<file path="src/rtl/acumulador_ula.sv">
`default_nettype none
// +------------------------------------------------------------------------+
// | Module   : acumulador_ula                                              |
// | Brief    : SAP-1 accumulator (A) with adder/subtractor, bus drive,     |
// |            registered status flags and sticky bus-conflict error.      |
// |            Optional macro SAP1_ULA_PIPE_EN registers the ULA result.   |
// | Revision : 1.0 - initial release                                       |
// +------------------------------------------------------------------------+
module acumulador_ula #(
  parameter int LARGURA = 8
) (
  input  logic               CLK,
  input  logic               CLR,
  input  logic               La,
  input  logic               Ea,
  input  logic               Su,
  input  logic               Eu,
  input  logic               Lf,
  input  logic [LARGURA-1:0] entrada_barramento,
  input  logic [LARGURA-1:0] para_ula,
  output logic [LARGURA-1:0] saida_barramento,
  output logic               barramento_ativo,
  output logic [LARGURA-1:0] acumulador,
  output logic               flag_zero,
  output logic               flag_carry,
  output logic               flag_neg,
  output logic               erro_conflito
);

  logic [LARGURA-1:0] reg_a;
  logic [LARGURA-1:0] operando_b;
  logic [LARGURA:0]   soma;
  logic [LARGURA-1:0] resultado;
  logic               carry;
  logic [LARGURA-1:0] resultado_sel;
  logic               carry_sel;

  // Subtraction is A + ~B + 1; the carry-in is simply Su.
  assign operando_b = Su ? ~para_ula : para_ula;
  assign soma       = {1'b0, reg_a} + {1'b0, operando_b} + {{LARGURA{1'b0}}, Su};
  assign resultado  = soma[LARGURA-1:0];
  assign carry      = soma[LARGURA];

`ifdef SAP1_ULA_PIPE_EN
  logic [LARGURA-1:0] reg_resultado;
  logic               reg_carry;

  always_ff @(posedge CLK or posedge CLR) begin
    if (CLR) begin
      reg_resultado <= '0;
      reg_carry     <= 1'b0;
    end else begin
      reg_resultado <= resultado;
      reg_carry     <= carry;
    end
  end

  assign resultado_sel = reg_resultado;
  assign carry_sel     = reg_carry;
`else
  assign resultado_sel = resultado;
  assign carry_sel     = carry;
`endif

  always_ff @(posedge CLK or posedge CLR) begin
    if (CLR) begin
      reg_a <= '0;
    end else if (La) begin
      reg_a <= entrada_barramento;
    end
  end

  // Flags sample the result computed from the pre-edge A.
  always_ff @(posedge CLK or posedge CLR) begin
    if (CLR) begin
      flag_zero  <= 1'b0;
      flag_carry <= 1'b0;
      flag_neg   <= 1'b0;
    end else if (Lf) begin
      flag_zero  <= (resultado_sel == '0);
      flag_carry <= carry_sel;
      flag_neg   <= resultado_sel[LARGURA-1];
    end
  end

  always_ff @(posedge CLK or posedge CLR) begin
    if (CLR) begin
      erro_conflito <= 1'b0;
    end else if (Ea && Eu) begin
      erro_conflito <= 1'b1;
    end
  end

  // Idle output is zero so several drivers can be OR-combined onto the bus.
  always_comb begin
    saida_barramento = '0;
    if (Eu) begin
      saida_barramento = resultado_sel;
    end else if (Ea) begin
      saida_barramento = reg_a;
    end
  end

  assign barramento_ativo = Ea | Eu;
  assign acumulador       = reg_a;

endmodule
`default_nettype wire
</file>
<file path="config.mk">
export PLATFORM = sky130hd
export DESIGN_NAME = acumulador_ula
export DESIGN_NICKNAME = d
export VERILOG_FILES = /design/src/rtl/acumulador_ula.sv
export SDC_FILE = /design/constraint.sdc
export NUM_CORES = 1
export LEC_CHECK = 0
export ABC_AREA = 1
export BUFFER_PORTS_ARGS = -buffer_cell sky130_fd_sc_hd__buf_2
export CAP_MARGIN = 0
export CORE_MARGIN = 2
export CORE_UTILIZATION = 35
export DETAILED_ROUTE_END_ITERATION = 8
export PLACE_DENSITY = 0.67
export SLEW_MARGIN = 20
export SYNTH_ARGS = -nofsm -noshare
export SYNTH_HDL_FRONTEND = slang
export SYNTH_SLANG_ARGS = --single-unit
</file>
<file path="constraint.sdc">
create_clock -name CLK -period 2.5 [get_ports CLK]
set_input_delay 0.5 -clock CLK [delete_from_list [all_inputs] [get_ports CLK]]
set_output_delay 0.5 -clock CLK [all_outputs]
set_load 0.01 [all_outputs]
</file>
== Yosys cells after proc, flatten, opt, wreduce, memory -nomap -nowiden ==
Cells that the tools add are included.

* Register bits after elaboration: 12
* Input port bits: 23
* Output and inout bits: 21
* Logic and storage cells: 14

* Add/subtract/negate cells: 2
* Muxes and demuxes: 3
* Bitwise logic cells: 2
* Reductions and logical operators: 2

{| class="wikitable"
|+ Operators by type and width
! operator !! count
|-
| $mux 8 || 3
|-
| $add 8x8->9 || 1
|-
| $add 9x1->9 || 1
|-
| $logic_not 8->1 || 1
|-
| $not 8->8 || 1
|-
| $logic_and 1x1->1 || 1
|-
| $or 1x1->1 || 1
|}

== Longest topological paths before layout ==
* Depth after elaboration: 5
* Mapped depth: 15
* Gate-level depth less buffers: 15

== Least setup slack after synthesis ==
Ideal clock, no wire load.

* Path type: input port to output port
* Start: input port Su
* End: output port saida_barramento[7]
* Arrival: 1.876 ns
* Data required time: 2.000 ns
* Path slack: 0.124 ns
* Stages on the path: 11
* Path buffers: 1
* Path through: buf_6 -> xnor2_1 -> inv_1 -> ha_1 -> nand2_1 -> clkinv_1 -> nand2_1 -> nand2_2 -> nand2_2 -> nand3_1 -> a31oi_1

* Word-level cells in the longest chain between the ends: 4

{| class="wikitable"
|+ RTL lines
! what !! RTL line !! source
|-
| start: declaration || 16 || <nowiki>input logic Su,</nowiki>
|-
| $mux 8 || 39 || <nowiki>assign operando_b = Su ? ~para_ula : para_ula;</nowiki>
|-
| $add 8x8->9 || 40 || <nowiki>assign soma = {1'b0, reg_a} + {1'b0, operando_b} + {{LARGURA{1'b0}}, Su};</nowiki>
|-
| $add 9x1->9 (*) || 40 ||
|-
| $mux 8 (*) || 97 || <nowiki>if (Eu) begin</nowiki>
|-
| end: declaration || 21 || <nowiki>output logic [LARGURA-1:0] saida_barramento,</nowiki>
|}

Mark *: on every way between the ends. The rest lies on a longest branch, timed or not.

== Final worst setup path ==
* Start: input port Su
* End: output port saida_barramento[3]

Same word-level chain as after synthesis.

==> reports/qor.yml <==
rsz0062_at_grt: "true"
slew_headroom_pct: 70.8
clock-root-buffer: "clkbuf_4"
cts_tree: "yes"
synth_ff_type: "dfrtp_1"
avgSynthCellArea_sq_um: 7.07
drc: 0
leakagePower_nw: 0.902
worstMarginPinSlew_ns: 0.437
port_buffers: 43
synth_nets: 191
reg2regPathDepth: 12
drt_iter0_markers: 26
hold_buffers: 0
dp_hpwl_um: 2340
yosysWarnings: 0
globalplace.congestion: 0.822
grt_pass1_vias: 1093
synthDistinctLibCells: 27
synth_edf_count: 0
netlist_top_cells_count: "40 x nand2_1, 25 x inv_1, 12 x dfrtp_1, 12 x nand2_2, 9 x nor2_1"
synth_seq_cells: 12
htreeDepth: 1
grt-ovfl-total: 0
die-height_um: 60.8
synth.area.top_cells: "dfrtp_1 27%, nand2_1 13%, inv_1 8.3%"
setup_viol_count_final: 0
yosysMostFrequentCell: "nand2_1"
viasPerCell: 4.51
row_count: 20
hold_violations: 0
synthArstFlopShare_pct: 100
slew_violations: 0
cp.arrival_ns: 1.94
required_ns: 2.00
hold_path.class: "input pin to asynchronous set/reset pin"
max_freq_mhz: 410
pre_cts_ws_ns: -0.0666
core_sq_um: 3050
clk_pin_slew_ns: 0.07
synth_largest_area_cell: "dfrtp_1"
detail_route.first_pass.iterations: 4
setup_slack_ns: 0.0593
drt-total-wl_um: 2850
num_antenna_cells: 0
total_power_w: 0.000856
finalNetCount: 253
wire_per_inst_um: 10.8
crit_type: "input pin to output port"
grt_max_degree: 14
die-area_sq_um: 3700
antenna_found_initial: 0
cpMaxStageDelayCell: "ha_1"
skew_ns: 0.00351
slowest_delay_ns: 0.37
crit_path_end_kind: "output port"
tns_ns: 0
clk-insertion-delay-late_ns: 0.26
status: "completed"
grt_pass1_wl_um: 4620
ir_drop_v: 0.000319
vias: 1194
cts_buffers: 3
ys_seq_area_share_pct: 26.5
drv_cap: 0
synthesis.area_sq_um: 1130
gr-usage-all-layers_pct: 16.3
crit_chain: "buf_12, xor2_1, ha_1, buf_4, buf_4, xor2_1, nand2_1, o31ai_1, buf_2"
cp_max_fo: 7
min_period_over_period_pct: 97.6
cp-start-kind: "input pin"
die_w_um: 60.8
clock-sinks: 12
finalCriticalPeriod_ns: 2.44
synth_cells: 160
yosysTopAreaCellShare_pct: 26.5
initial_utilization_pct: 37.0
power.density_nw_per_um2: 518
io_pins: 44
area_growth_pct: 46.2
clockBufferDepth: 2
ant_nets: 0
drive_gt1_share_pct: 48.4
[stage by stage]
stage | cell area (sq um) | util (%) | hold slack (ns) | std cells
finish | 1650 | 54.2 | 0.222 | 265
global route | 1650 | 54.2 | 0.247 | 265
CTS | 1540 | 50.6 | 0.234 | 263
detailed placement | 1500 | 49.1 | 0.457 | 259
global placement | 1500 | 49.1 | 0.467 | 259
floorplan | 1130 | - | 0.365 | 160
[per-layer routing]
metal | vias up | part of all wire [%] | GRT usage (%)
met5 | - | 0 | 0
met4 | 0 | 0.21 | 3.73
met3 | 2 | 3.4 | 1.07
met2 | 22 | 49 | 26.7
met1 | 539 | 47 | 23.5
li1 | 631 | - | -
[cell families (layout without fill, tap and decap cells)]
logic type | after synthesis | after routing | share of synthesized area [%]
AOI/OAI and AO/OA | 21 | 21 | 10.7
adders and majority gates | 8 | 8 | 9.51
xor gates and xnor gates | 8 | 8 | 6.19
DFF | 12 | 12 | 26.5
and+or+nand+nor | 75 | 75 | 31.0
muxes | 5 | 5 | 4.98
buffers and inverters | 31 | 92 | 11.1
[layout by cell type, fill, tap and decap left out, types with 2 or more instances in the layout]
cell type  count
buf_2         42
a31oi_1        6
inv_1         24
nand2_2       18
inv_2          2
a21oi_1        7
xor2_2         2
mux2_2         5
nand2_1       34
dfrtp_1       11
nand3_1        6
clkbuf_4       3
nand3_2        3
nand4_1        2
o21ai_0        4
nor2_2         4
xor2_1         5
buf_4         17
ha_1           6
nor2_1         6
[flip-flops by register name (all words and copies together), names as in the netlist]
signal and count:
flag_carry 1, acumulador 8, erro_conflito 1, flag_zero 1
flag_neg 1
[cell type report]
class / instances / area, sq um
clock buffers: 4 / 36.3
repair buffers: 61 / 369
well taps: 44 / 55.1
inverters: 27 / 101
fillers: 327 / 1400
flip-flops and latches: 12 / 302
multi-input cells: 117 / 791
[path summary, 6_finish.rpt]
| path | startpoint | end | slack, ns |
|---|---|---|---|
| hold reg to reg | erro_conflito | erro_conflito | 0.47 |
| setup reg to reg | acumulador[0] | flag_zero | 0.69 |
| hold / removal | CLR | erro_conflito | 0.22 |
| min in group CLK | entrada_barramento[1] | acumulador[1] | 0.45 |
| setup / recovery | Su | saida_barramento[3] | 0.06 |
| max in group asynchronous | CLR | acumulador[0] | 1.95 |
[where the power goes]
group	internal (W)	switching (W)	leakage, nW	total (W)
registers	0.000215	0.0000217	0.139	0.000236
clock network	0.0000884	0.0000589	0.0210	0.000147
logic	0.000222	0.000251	0.742	0.000473
[worst max-delay path, delay by kind of cell]
kind                       cells  cell delay [ns]
AOI/OAI and AO/OA              1             0.06
and+or+nand+nor                1             0.07
adders and majority gates      1             0.37
xor gates and xnor gates       2             0.35
buffers and inverters          4             0.59
[repair_timing]
item                       4_1_cts  5_1_grt
gates resized for setup          2       24
setup endpoints to repair        5        5
buffers inserted                 0        2
pin swaps                        0       17
(Power assumes the default switching activity.)
